--- src/rtl/tawa_pkg.sv ---
// Shared constants, byte-slot enum and layout helpers for the T-format responder.
package tawa_pkg;

    // Fixed sync pattern in CF[2:0]
    localparam logic [2:0] CF_SYNC = 3'b010;

    // Data IDs carried in CF[6:3]
    localparam logic [3:0] ID_ABS      = 4'h0;
    localparam logic [3:0] ID_ABM      = 4'h1;
    localparam logic [3:0] ID_ENID     = 4'h2;
    localparam logic [3:0] ID_ALL      = 4'h3;
    localparam logic [3:0] ID_POS_RST  = 4'h7;
    localparam logic [3:0] ID_TURN_RST = 4'h8;
    localparam logic [3:0] ID_ERR_RST  = 4'hC;

    // Reply frame lengths in bytes, CRC included
    localparam logic [3:0] LEN_ENID = 4'd4;
    localparam logic [3:0] LEN_STD  = 4'd6;
    localparam logic [3:0] LEN_ALL  = 4'd11;

    typedef enum logic [3:0] {
        SLOT_CF,
        SLOT_SF,
        SLOT_ABS0,
        SLOT_ABS1,
        SLOT_ABS2,
        SLOT_ENID,
        SLOT_ABM0,
        SLOT_ABM1,
        SLOT_ABM2,
        SLOT_ALMF,
        SLOT_CRC
    } slot_e;

    function automatic logic id_supported(input logic [3:0] id);
        case (id)
            ID_ABS, ID_ABM, ID_ENID, ID_ALL,
            ID_POS_RST, ID_TURN_RST, ID_ERR_RST: return 1'b1;
            default:                             return 1'b0;
        endcase
    endfunction

    function automatic logic [3:0] frame_len(input logic [3:0] id);
        case (id)
            ID_ENID: return LEN_ENID;
            ID_ALL:  return LEN_ALL;
            default: return LEN_STD;
        endcase
    endfunction

    // Which field goes out at byte position idx of a reply to data ID id.
    // Anything past the payload maps to the CRC, so the CRC slot also
    // terminates the frame.
    function automatic slot_e slot_of(input logic [3:0] id, input logic [3:0] idx);
        slot_e s;
        s = SLOT_CRC;
        if (id == ID_ALL) begin
            case (idx)
                4'd0:    s = SLOT_CF;
                4'd1:    s = SLOT_SF;
                4'd2:    s = SLOT_ABS0;
                4'd3:    s = SLOT_ABS1;
                4'd4:    s = SLOT_ABS2;
                4'd5:    s = SLOT_ENID;
                4'd6:    s = SLOT_ABM0;
                4'd7:    s = SLOT_ABM1;
                4'd8:    s = SLOT_ABM2;
                4'd9:    s = SLOT_ALMF;
                default: s = SLOT_CRC;
            endcase
        end else if (id == ID_ENID) begin
            case (idx)
                4'd0:    s = SLOT_CF;
                4'd1:    s = SLOT_SF;
                4'd2:    s = SLOT_ENID;
                default: s = SLOT_CRC;
            endcase
        end else begin
            case (idx)
                4'd0:    s = SLOT_CF;
                4'd1:    s = SLOT_SF;
                4'd2:    s = (id == ID_ABM) ? SLOT_ABM0 : SLOT_ABS0;
                4'd3:    s = (id == ID_ABM) ? SLOT_ABM1 : SLOT_ABS1;
                4'd4:    s = (id == ID_ABM) ? SLOT_ABM2 : SLOT_ABS2;
                default: s = SLOT_CRC;
            endcase
        end
        return s;
    endfunction

endpackage

--- src/rtl/tawa_cf_decode.sv ---
// Request (CF) decoder: checks sync/parity/ID, holds the accepted CF, ID and
// frame length, and produces the registered req_err and command pulses.
module tawa_cf_decode
    import tawa_pkg::*;
(
    input  logic       clk,
    input  logic       rst,
    input  logic [7:0] rx_data_i,
    input  logic       rx_valid_i,
    input  logic       idle_i,
    output logic       accept_o,
    output logic [7:0] cf_o,
    output logic [3:0] id_o,
    output logic [3:0] len_o,
    output logic       req_err_o,
    output logic       cmd_pos_rst_o,
    output logic       cmd_turn_rst_o,
    output logic       cmd_err_rst_o
);

    logic [3:0] rx_id;
    logic       cf_ok;
    logic [7:0] cf_q;
    logic [3:0] id_q;
    logic [3:0] len_q;
    logic       req_err_q;
    logic       cmd_pos_rst_q;
    logic       cmd_turn_rst_q;
    logic       cmd_err_rst_q;

    assign rx_id    = rx_data_i[6:3];
    assign cf_ok    = (rx_data_i[2:0] == CF_SYNC) && (rx_data_i[7] == ^rx_id) && id_supported(rx_id);
    assign accept_o = rx_valid_i && idle_i && cf_ok;

    // Capture the accepted request and emit one-cycle status/command pulses
    always_ff @(posedge clk) begin
        if (rst) begin
            cf_q           <= 8'h00;
            id_q           <= 4'h0;
            len_q          <= 4'd0;
            req_err_q      <= 1'b0;
            cmd_pos_rst_q  <= 1'b0;
            cmd_turn_rst_q <= 1'b0;
            cmd_err_rst_q  <= 1'b0;
        end else begin
            // NOTE: sequential state uses non-blocking assignments so every register samples pre-edge values.
            req_err_q      <= rx_valid_i && idle_i && !cf_ok;
            cmd_pos_rst_q  <= accept_o && (rx_id == ID_POS_RST);
            cmd_turn_rst_q <= accept_o && (rx_id == ID_TURN_RST);
            cmd_err_rst_q  <= accept_o && (rx_id == ID_ERR_RST);
            if (accept_o) begin
                cf_q  <= rx_data_i;
                id_q  <= rx_id;
                len_q <= frame_len(rx_id);
            end
        end
    end

    assign cf_o           = cf_q;
    assign id_o           = id_q;
    assign len_o          = len_q;
    assign req_err_o      = req_err_q;
    assign cmd_pos_rst_o  = cmd_pos_rst_q;
    assign cmd_turn_rst_o = cmd_turn_rst_q;
    assign cmd_err_rst_o  = cmd_err_rst_q;

endmodule

--- src/rtl/tawa_encoder_responder.sv ---
// Encoder-side T-format responder: accepts a CF request, snapshots the
// encoder fields and streams the reply frame byte by byte, ending in the CRC.
module tawa_encoder_responder
    import tawa_pkg::*;
#(
    parameter int         TURNAROUND_CYC = 16,
    parameter logic [7:0] ENID_VAL       = 8'h17
) (
    input  logic        clk,
    input  logic        rst,
    input  logic [7:0]  rx_data,
    input  logic        rx_valid,
    input  logic [23:0] pos_in,
    input  logic [23:0] turn_in,
    input  logic [7:0]  sf_in,
    input  logic [7:0]  alm_in,
    input  logic        tx_ready,
    output logic [7:0]  tx_data,
    output logic        tx_valid,
    output logic        busy,
    output logic        req_err,
    output logic        drop,
    output logic        cmd_pos_rst,
    output logic        cmd_turn_rst,
    output logic        cmd_err_rst,
    output logic        frame_done
);

    localparam logic [1:0] S_IDLE = 2'd0;
    localparam logic [1:0] S_WAIT = 2'd1;
    localparam logic [1:0] S_SEND = 2'd2;

    // WAIT always lasts TURNAROUND_CYC + 1 cycles: the decode cycle plus the idle gap
    localparam int                CNT_W     = $clog2(TURNAROUND_CYC + 2);
    localparam logic [CNT_W-1:0]  WAIT_LAST = CNT_W'(TURNAROUND_CYC);

    logic [1:0]       state_q,    state_d;
    logic [CNT_W-1:0] wait_cnt_q, wait_cnt_d;
    logic [3:0]       idx_q,      idx_d;
    logic [7:0]       crc_q,      crc_d;
    logic [23:0]      pos_q, turn_q;
    logic [7:0]       sf_q, alm_q;
    logic             drop_q;

    logic             accept;
    logic [7:0]       cf;
    logic [3:0]       id;
    logic [3:0]       len;
    logic [7:0]       tx_byte;
    logic             sending, xfer, last;
    slot_e            slot;

    tawa_cf_decode u_cf_decode (
        .clk            (clk),
        .rst            (rst),
        .rx_data_i      (rx_data),
        .rx_valid_i     (rx_valid),
        .idle_i         (state_q == S_IDLE),
        .accept_o       (accept),
        .cf_o           (cf),
        .id_o           (id),
        .len_o          (len),
        .req_err_o      (req_err),
        .cmd_pos_rst_o  (cmd_pos_rst),
        .cmd_turn_rst_o (cmd_turn_rst),
        .cmd_err_rst_o  (cmd_err_rst)
    );

    assign sending = (state_q == S_SEND);
    assign xfer    = sending && tx_ready;
    assign last    = (idx_q == len - 4'd1);
    assign slot    = slot_of(id, idx_q);

    // Select the field for the current byte position
    always_comb begin
        // NOTE: every combinationally assigned variable gets a default first so no latch is inferred.
        tx_byte = 8'h00;
        case (slot)
            SLOT_CF:   tx_byte = cf;
            SLOT_SF:   tx_byte = sf_q;
            SLOT_ABS0: tx_byte = pos_q[7:0];
            SLOT_ABS1: tx_byte = pos_q[15:8];
            SLOT_ABS2: tx_byte = pos_q[23:16];
            SLOT_ENID: tx_byte = ENID_VAL;
            SLOT_ABM0: tx_byte = turn_q[7:0];
            SLOT_ABM1: tx_byte = turn_q[15:8];
            SLOT_ABM2: tx_byte = turn_q[23:16];
            SLOT_ALMF: tx_byte = alm_q;
            SLOT_CRC:  tx_byte = crc_q;
            default:   tx_byte = 8'h00;
        endcase
    end

    // Frame sequencing: IDLE -> WAIT (turnaround) -> SEND until the CRC byte transfers
    always_comb begin
        state_d    = state_q;
        wait_cnt_d = wait_cnt_q;
        idx_d      = idx_q;
        crc_d      = crc_q;
        case (state_q)
            S_IDLE: begin
                if (accept) begin
                    state_d    = S_WAIT;
                    wait_cnt_d = '0;
                    idx_d      = 4'd0;
                    crc_d      = 8'h00;
                end
            end
            S_WAIT: begin
                if (wait_cnt_q == WAIT_LAST) begin
                    state_d = S_SEND;
                end else begin
                    wait_cnt_d = wait_cnt_q + CNT_W'(1);
                end
            end
            S_SEND: begin
                if (xfer) begin
                    if (last) begin
                        state_d = S_IDLE;
                        idx_d   = 4'd0;
                        crc_d   = 8'h00;
                    end else begin
                        idx_d = idx_q + 4'd1;
                        crc_d = crc_q ^ tx_byte;
                    end
                end
            end
            default: state_d = S_IDLE;
        endcase
    end

    // Control state registers; drop flags a request arriving mid-frame
    always_ff @(posedge clk) begin
        if (rst) begin
            state_q    <= S_IDLE;
            wait_cnt_q <= '0;
            idx_q      <= 4'd0;
            crc_q      <= 8'h00;
            drop_q     <= 1'b0;
        end else begin
            state_q    <= state_d;
            wait_cnt_q <= wait_cnt_d;
            idx_q      <= idx_d;
            crc_q      <= crc_d;
            drop_q     <= rx_valid && (state_q != S_IDLE);
        end
    end

    // Snapshot of the encoder fields, frozen for the whole reply
    always_ff @(posedge clk) begin
        // NOTE: the snapshot is ordinary flops, not a RAM, so it is cleared by reset like the control state.
        if (rst) begin
            pos_q  <= 24'h0;
            turn_q <= 24'h0;
            sf_q   <= 8'h00;
            alm_q  <= 8'h00;
        end else if (accept) begin
            pos_q  <= pos_in;
            turn_q <= turn_in;
            sf_q   <= sf_in;
            alm_q  <= alm_in;
        end
    end

    assign tx_valid   = sending;
    assign tx_data    = sending ? tx_byte : 8'h00;
    assign busy       = (state_q != S_IDLE);
    assign drop       = drop_q;
    assign frame_done = xfer && last;

endmodule

--- config.mk ---
export PLATFORM = sky130hd
export DESIGN_NAME = tawa_encoder_responder
export DESIGN_NICKNAME = d
export VERILOG_FILES = /design/src/rtl/tawa_pkg.sv /design/src/rtl/tawa_cf_decode.sv /design/src/rtl/tawa_encoder_responder.sv
export SDC_FILE = /design/constraint.sdc
export NUM_CORES = 1
export LEC_CHECK = 0
export ABC_AREA = 1
export CAP_MARGIN = 20
export CORE_MARGIN = 2
export CORE_UTILIZATION = 50
export DETAILED_ROUTE_END_ITERATION = 10
export HOLD_SLACK_MARGIN = 0.15
export PLACE_DENSITY_LB_ADDON = 0.2
export SLEW_MARGIN = 20
export SYNTH_ARGS = -nofsm -noshare
export SYNTH_HDL_FRONTEND = slang
export SYNTH_SLANG_ARGS = --single-unit
--- constraint.sdc ---
create_clock -name clk -period 2.5 [get_ports clk]
set_input_delay 0.25 -clock clk [delete_from_list [all_inputs] [get_ports clk]]
set_output_delay 0.25 -clock clk [all_outputs]
set_load 0.02 [all_outputs]
==> results of run 1 <==
worst max path at each step:
stage                 endpoint  slack (ns)  cells after the start     start
finish              tx_data[1]       -0.34                     18  idx_q[1]
CTS                 tx_data[1]       -0.38                     17  idx_q[0]
global placement    tx_data[1]       -0.55                     16  idx_q[0]
global route        tx_data[0]       -0.47                     18  idx_q[0]
floorplan           tx_data[1]        0.20                     14  idx_q[0]
detailed placement  tx_data[1]       -0.59                     16  idx_q[0]
cell type report:
type / instances / area [µm²] / share of cell area (%)
tap: 136 / 170 / 2.35
clock inverter: 5 / 104 / 1.43
inverter: 64 / 245 / 3.38
clock buffer: 11 / 141 / 1.95
timing repair buffer: 160 / 1570 / 21.6
multi-input combinational: 558 / 2950 / 40.7
sequential: 103 / 2070 / 28.5
power by group:
group	switching (mW)	internal [mW]	total [mW]
Clock	0.567	0.695	1.26
Combinational	0.135	0.174	0.308
Sequential	0.00949	1.65	1.66
Total	0.711	2.52	3.23
flip-flops by register name (all words and copies together) (netlist names), named ones only:
signal                      flops
alm_q                           8
crc_q                           8
drop                            1
idx_q                           4
pos_q                          24
sf_q                            8
state_q                         2
turn_q                         24
u_cf_decode.cf_o                5
u_cf_decode.cmd_err_rst_o       1
u_cf_decode.cmd_pos_rst_o       1
u_cf_decode.cmd_turn_rst_o      1
u_cf_decode.id_o                3
u_cf_decode.len_o               3
u_cf_decode.req_err_o           1
wait_cnt_q                      5
cells by family (layout without fill, tap and decap cells):
kind of cell / after synthesis / after routing / share of synthesized area [%]
compound gates: 123 / 123 / 13.1
xor+xnor: 6 / 6 / 1.02
fa+ha+maj: 15 / 15 / 3.64
buf+inv: 95 / 240 / 7.75
flops: 103 / 103 / 40.0
simple gates: 414 / 414 / 34.5
stage by stage:
step	hold slack [ns]	total power, mW	TNS [ns]	setup slack, ns	cells
4_1_cts	0.376	3.25	-2.86	-0.377	1033
5_1_grt	0.412	3.34	-3.71	-0.473	1037
2_1_floorplan	0.390	1.81	0	0.196	756
3_3_place_gp	0.446	1.99	-6.37	-0.546	1005
6_report	0.394	3.23	-2.59	-0.342	1037
3_5_place_dp	0.453	2.00	-11.06	-0.593	1005
what timing repair did:
item | in CTS | in global routing
setup buffers | 12 | 4
pin swaps | 23 | 29
gates resized for setup | 93 | 47
setup endpoints to repair | 9 | 15
layer usage:
layer	share of wire (%)	GRT usage [%]	vias up
met2	49	47.5	173
li1	-	-	2690
met3	4.8	3.65	49
met5	0	0	-
met4	4.5	15.3	0
met1	42	31.5	2488
cell usage in the layout (no fill, tap or decap), drive strengths merged, types with 2 or more instances in the layout:
cell             n
a21oi           90
buf             78
bufinv           3
clkbuf          11
clkdlybuf4s50   81
clkinv           2
dfxtp          103
ha              15
inv             64
nand2          253
nand3           65
nand4            2
nor2            81
nor3             9
o21ai           27
xnor2            3
xor2             3
==> results.sh, run 1 <==
export IMPL_row_count=37
export IMPL_synth_top_area_cell="dfxtp_1"
export IMPL_cp_data_arrival_time_ns=2.59
export IMPL_portBuffers=91
export IMPL_max_stage_delay_ns=0.38
export IMPL_ys_top_cells_by_area="dfxtp_1 (40%), nand2_1 (18%), a21oi_1 (8.5%)"
export IMPL_dieArea_um2=11100
export IMPL_fin_worst_skew_ns=0.00826
export IMPL_clkTransAtPathRegs_ns=0.09
export IMPL_period_share_pct=114
export IMPL_drive_gt1_share_pct=20.8
export IMPL_viasPerCell=5.21
export IMPL_hp_class="primary input to register"
export IMPL_grt_max_degree=49
export IMPL_p_leak_nw=3.13
export IMPL_antenna_left=0
export IMPL_ctsHoldBuffers=0
export IMPL_synth_top_area_share_pct=40.0
export IMPL_synth_cell_types=37
export IMPL_clk_latency_ns=0.37
export IMPL_dp_hpwl_mm=11.2
export IMPL_grt_overflow=0
export IMPL_cts_tree="built"
export IMPL_design_area_um2=7250
export IMPL_detailed_place_area_um2=6550
export IMPL_avgSynthCellArea_um2=6.81
export IMPL_hp_start="rst"
export IMPL_die_y_um=106
export IMPL_violations="negative setup slack"
export IMPL_grt_pass1_vias=5228
export IMPL_yosysMostFrequentCell="nand2_1"
export IMPL_core_area_um2=10200
export IMPL_grt_pass1_wl_mm=23.9
export IMPL_fmax_mhz=352
export IMPL_gp_congestion=0.983
export IMPL_peakVddDrop_mv=0.328
export IMPL_end_kind="output pin"
export IMPL_antenna_found_initial=0
export IMPL_path_buf_inv=6
export IMPL_dieWidth_um=106
export IMPL_htreeDepth=3
export IMPL_post_route_min_period_ns=2.84
export IMPL_p_per_area_nw_per_um2=446
export IMPL_syn_nets=847
export IMPL_fin_ws_ns=-0.342
export IMPL_wl_per_cell_um=14.5
export IMPL_grt_usage_pct=27.0
export IMPL_layout_nets=987
export IMPL_async_flop_share_pct=0
export IMPL_syn_area_um2=5150
export IMPL_cts_made_buffers=9
export IMPL_start_util_pct=50.6
export IMPL_synthFlopType="dfxtp_1"
export IMPL_worstPathCellList="buf_6 -> ha_4 -> o21ai_1 -> nand2_1 -> inv_1 -> o21ai_2 -> nand2_4 -> buf_6 -> nand3_4 -> nor2_4 -> buf_6 -> nand2_2 -> o21ai_2 -> nor2_2 -> nand3_2 -> nand2_1 -> inv_1 -> buf_6"
export IMPL_ff2ff_path_depth=20
export IMPL_cts_buffer_depth=2
export IMPL_seq_area_frac_synth_pct=40.0
export IMPL_ys_warn_count=0
export IMPL_clock_sinks=103
export IMPL_syn_inst=756
export IMPL_r2r_start="idx_q[0]"
export IMPL_finalMaxSlewViolations=0
export IMPL_worstSetupStartpointType="register"
export IMPL_ys_seq_elements=103
export IMPL_n_antenna_cell=0
export IMPL_fin_util_pct=71.2
export IMPL_drc=0
export IMPL_hold_depth=2
export IMPL_clockRootBuffer="clkbuf_8"
export IMPL_critPathTopFamily="simple AND/OR/NAND/NOR gates"
export IMPL_tightest_slew_ns=0.631
export IMPL_timing_rr_end="crc_q[6]"
export IMPL_relSlewSlack_pct=58.0
export IMPL_hold_violations=0
export IMPL_cp_data_required_time_ns=2.25
export IMPL_nFillCells=840
export IMPL_cpMostUsedCell="buf_6"
export IMPL_routed_wl_mm=15.0
export IMPL_vias=5400
export IMPL_rsz0062_at_grt="true"
export IMPL_path_class="register to output pin"
export IMPL_outcome="complete, but fails checks"
export IMPL_synth_top_cells_by_count="nand2_1 (242), dfxtp_1 (103), a21oi_1 (87), nor2_1 (73), nand3_1 (61)"
export IMPL_pin_count=92
export IMPL_cp_max_fo=5
export IMPL_holdPathEnd="state_q[0]"
export IMPL_setup_viol=8
export IMPL_reg2reg_slack_ns=0.04
export IMPL_synth_edf_count=0
export IMPL_maxCapViolCount=0
export IMPL_first_pass_iters=6
export IMPL_drtIter0Drc=290
export IMPL_cp_slowest_cell="dfxtp_4"
export IMPL_syn2layout_area_growth_pct=40.8
Note: power is estimated with default switching activity, not from simulation.
==> inputs of run 2 (changes only) <==
--- a/config.mk
+++ b/config.mk
@@ -10,7 +10,9 @@
 export CORE_MARGIN = 2
 export CORE_UTILIZATION = 50
 export DETAILED_ROUTE_END_ITERATION = 10
+export GPL_TIMING_DRIVEN = 0
 export HOLD_SLACK_MARGIN = 0.15
+export MAX_ROUTING_LAYER = met4
 export PLACE_DENSITY_LB_ADDON = 0.2
 export SLEW_MARGIN = 20
 export SYNTH_ARGS = -nofsm -noshare
==> run 2 against run 1 <==
Compared with the run above:
- the run still ends with negative setup slack left
- final area shrank 3.5%
- setup slack got worse by 0.093 ns
- maximum frequency decreased by 3.2%
- die area unchanged
- critical path depth is 1 lower
- first-iteration DRC count is 8.3% higher
- non-clock buffer count is 11 lower
- clock skew up 0.013 ns
- hold slack got worse by 0.080 ns
- final cell count fell by 1.1%
- global-route usage increased by 1.6 points
- critical path type unchanged
- critical endpoint is now tx_data[2]
- largest cell class unchanged
- largest power group unchanged
- highest routed layer unchanged
==> results.sh, run 2 (same netlist as run 1, synthesis figures left out) <==
export IMPL_outcome="complete, but fails checks"
export IMPL_worstPathCellList="inv_6 -> ha_4 -> o21ai_4 -> nand2_2 -> o21ai_2 -> nand2_4 -> nand2_4 -> nor2_4 -> buf_12 -> buf_6 -> nand3_2 -> o21ai_2 -> nor2_2 -> nand3_2 -> nand2_1 -> inv_1 -> buf_6"
export IMPL_peakVddDrop_mv=0.304
export IMPL_fin_util_pct=68.7
export IMPL_timing_rr_end="crc_q[2]"
export IMPL_cp_startpoint="idx_q[0]"
export IMPL_ff2ff_path_depth=17
export IMPL_antenna_left=0
export IMPL_p_per_area_nw_per_um2=425
export IMPL_drive_gt1_share_pct=18.1
export IMPL_dieArea_um2=11100
export IMPL_gp_congestion=0.927
export IMPL_final_cell_mix="nand2_1 (222), dfxtp_1 (99), a21oi_1 (85), clkdlybuf4s50_1 (78), nor2_1 (58)"
export IMPL_fin_ws_ns=-0.434
export IMPL_violations="negative setup slack"
export IMPL_tightest_slew_ns=0.824
export IMPL_path_buf_inv=5
export IMPL_worstSetupStartpointType="register"
export IMPL_cts_tree="built"
export IMPL_drtIter0Drc=314
export IMPL_start_util_pct=50.6
export IMPL_ctsHoldBuffers=0
export IMPL_cp_max_fo=5
export IMPL_finalMaxSlewViolations=0
export IMPL_worst_hold_slack_ns=0.314
export IMPL_portBuffers=91
export IMPL_layout_commonest_cell="nand2_1"
export IMPL_maxCapViolCount=0
export IMPL_grt_usage_pct=28.7
export IMPL_viasPerCell=5.22
export IMPL_core_area_um2=10200
export IMPL_pin_count=92
export IMPL_first_pass_iters=5
export IMPL_r2r_start="idx_q[0]"
export IMPL_vias=5353
export IMPL_grt_overflow=0
export IMPL_dieWidth_um=106
export IMPL_hp_class="primary input to register"
export IMPL_cts_made_buffers=9
export IMPL_grt_pass1_wl_mm=24.5
export IMPL_path_depth=17
export IMPL_end_kind="output pin"
export IMPL_relSlewSlack_pct=45.1
export IMPL_clock_sinks=103
export IMPL_max_stage_delay_ns=0.42
export IMPL_total_power_mw=2.98
export IMPL_cp_slowest_cell="dfxtp_4"
export IMPL_cp_data_required_time_ns=2.25
export IMPL_row_count=37
export IMPL_path_class="register to output pin"
export IMPL_fmax_mhz=341
export IMPL_reg2reg_slack_ns=0.04
export IMPL_clk_latency_ns=0.39
export IMPL_cp_data_arrival_time_ns=2.68
export IMPL_detailed_place_area_um2=6230
export IMPL_fin_worst_skew_ns=0.0213
export IMPL_post_route_min_period_ns=2.93
export IMPL_die_y_um=106
export IMPL_setup_viol=8
export IMPL_drc=0
export IMPL_clockRootBuffer="clkbuf_8"
export IMPL_grt_pass1_vias=4974
export IMPL_rsz0062_at_grt="true"
export IMPL_top_regs="pos_q x24, turn_q x24"
export IMPL_critPathTopFamily="simple AND/OR/NAND/NOR gates"
export IMPL_p_leak_nw=3.00
export IMPL_antenna_found_initial=0
export IMPL_design_area_um2=7000
export IMPL_grt_max_degree=19
export IMPL_routed_wl_mm=15.5
export IMPL_syn2layout_area_growth_pct=35.9
export IMPL_period_share_pct=117
export IMPL_wl_per_cell_um=15.1
export IMPL_n_antenna_cell=0
export IMPL_htreeDepth=3
export IMPL_clkTransAtPathRegs_ns=0.10
export IMPL_endpoint="tx_data[2]"
export IMPL_dp_hpwl_mm=11.3
export IMPL_hold_violations=0
export IMPL_layout_nets=976
export IMPL_cts_buffer_depth=2
==> run 2: changes by cell type in the layout (fill, tap and decap cells not counted), moves of 3 or more <==
| cell | previous run | this run |
|---|---|---|
| clkbuf_2 | 0 | 3 |
| nand2_4 | 7 | 11 |
| buf_2 | 1 | 5 |
| nand2_2 | 26 | 20 |
| clkinv_4 | 0 | 3 |
| clkdlybuf4s50_1 | 81 | 78 |
| nand3_2 | 10 | 13 |
| buf_4 | 51 | 17 |
| buf_12 | 8 | 1 |
| dlymetal6s2s_1 | 0 | 5 |
| buf_6 | 18 | 22 |
| clkbuf_1 | 1 | 17 |
| bufinv_16 | 3 | 0 |
==> run 2: worst min path at each step <==
stage	endpoint	cells past startpoint	from	slack (ns)
2_1_floorplan	drop	2	rx_valid	0.39
3_3_place_gp	u_cf_decode.cf_o[2]	2	u_cf_decode.cf_o[2]	0.44
3_5_place_dp	turn_q[3]	2	turn_q[3]	0.45
4_1_cts	drop	3	rx_valid	0.40
5_1_grt	u_cf_decode.id_o[1]	3	rx_data[4]	0.35
6_report	u_cf_decode.id_o[0]	3	rx_data[3]	0.31
==> run 2: through the flow <==
step	cells	setup slack, ns	TNS, ns
6_report	1026	-0.434	-3.16
5_1_grt	1026	-0.548	-4.26
4_1_cts	1024	-0.397	-2.91
3_5_place_dp	983	-0.703	-46.12
3_3_place_gp	983	-0.672	-39.13
2_1_floorplan	756	0.196	0
==> run 2: area by class of cell <==
type	instances	area, µm²
Fill cell	907	3180
Multi-Input combinational cell	558	2980
Sequential cell	103	2070
Timing Repair Buffer	118	1170
Inverter	64	248
Buffer	31	173
Tap cell	136	170
Clock buffer	10	128
Clock inverter	6	53.8
==> run 2: timing repair <==
action,4_1_cts,5_1_grt
cloned,1,0
pin swaps,23,31
setup buffers,24,3
setup endpoints to repair,59,69
gates resized for setup,96,61
==> run 2: per-layer routing <==
metal  vias up  track usage (%)  wire length (µm)
met5         -                -                 0
met4         0             8.08               323
met3        24             3.90               866
met2       182             49.8              7730
met1      2465             34.9              6600
li1       2682                -                 -
==> run 2: power breakdown <==
part / switching (mW) / internal (mW) / leakage [nW]
clock network: 0.635 / 0.379 / 0.0890
logic: 0.140 / 0.163 / 2.08
registers: 0.00898 / 1.65 / 0.833
total: 0.784 / 2.19 / 3.00
==> run 2: worst reg2reg max path, delay by kind of cell, from the launching register on <==
| family | cells | cell delay, ns |
|---|---|---|
| AND/OR/NAND/NOR | 8 | 0.81 |
| AO/OA/AOI/OAI | 4 | 0.50 |
| buffers and inverters | 4 | 0.47 |
| flip-flops | 1 | 0.42 |
| adder cells (fa/ha/maj) | 1 | 0.17 |
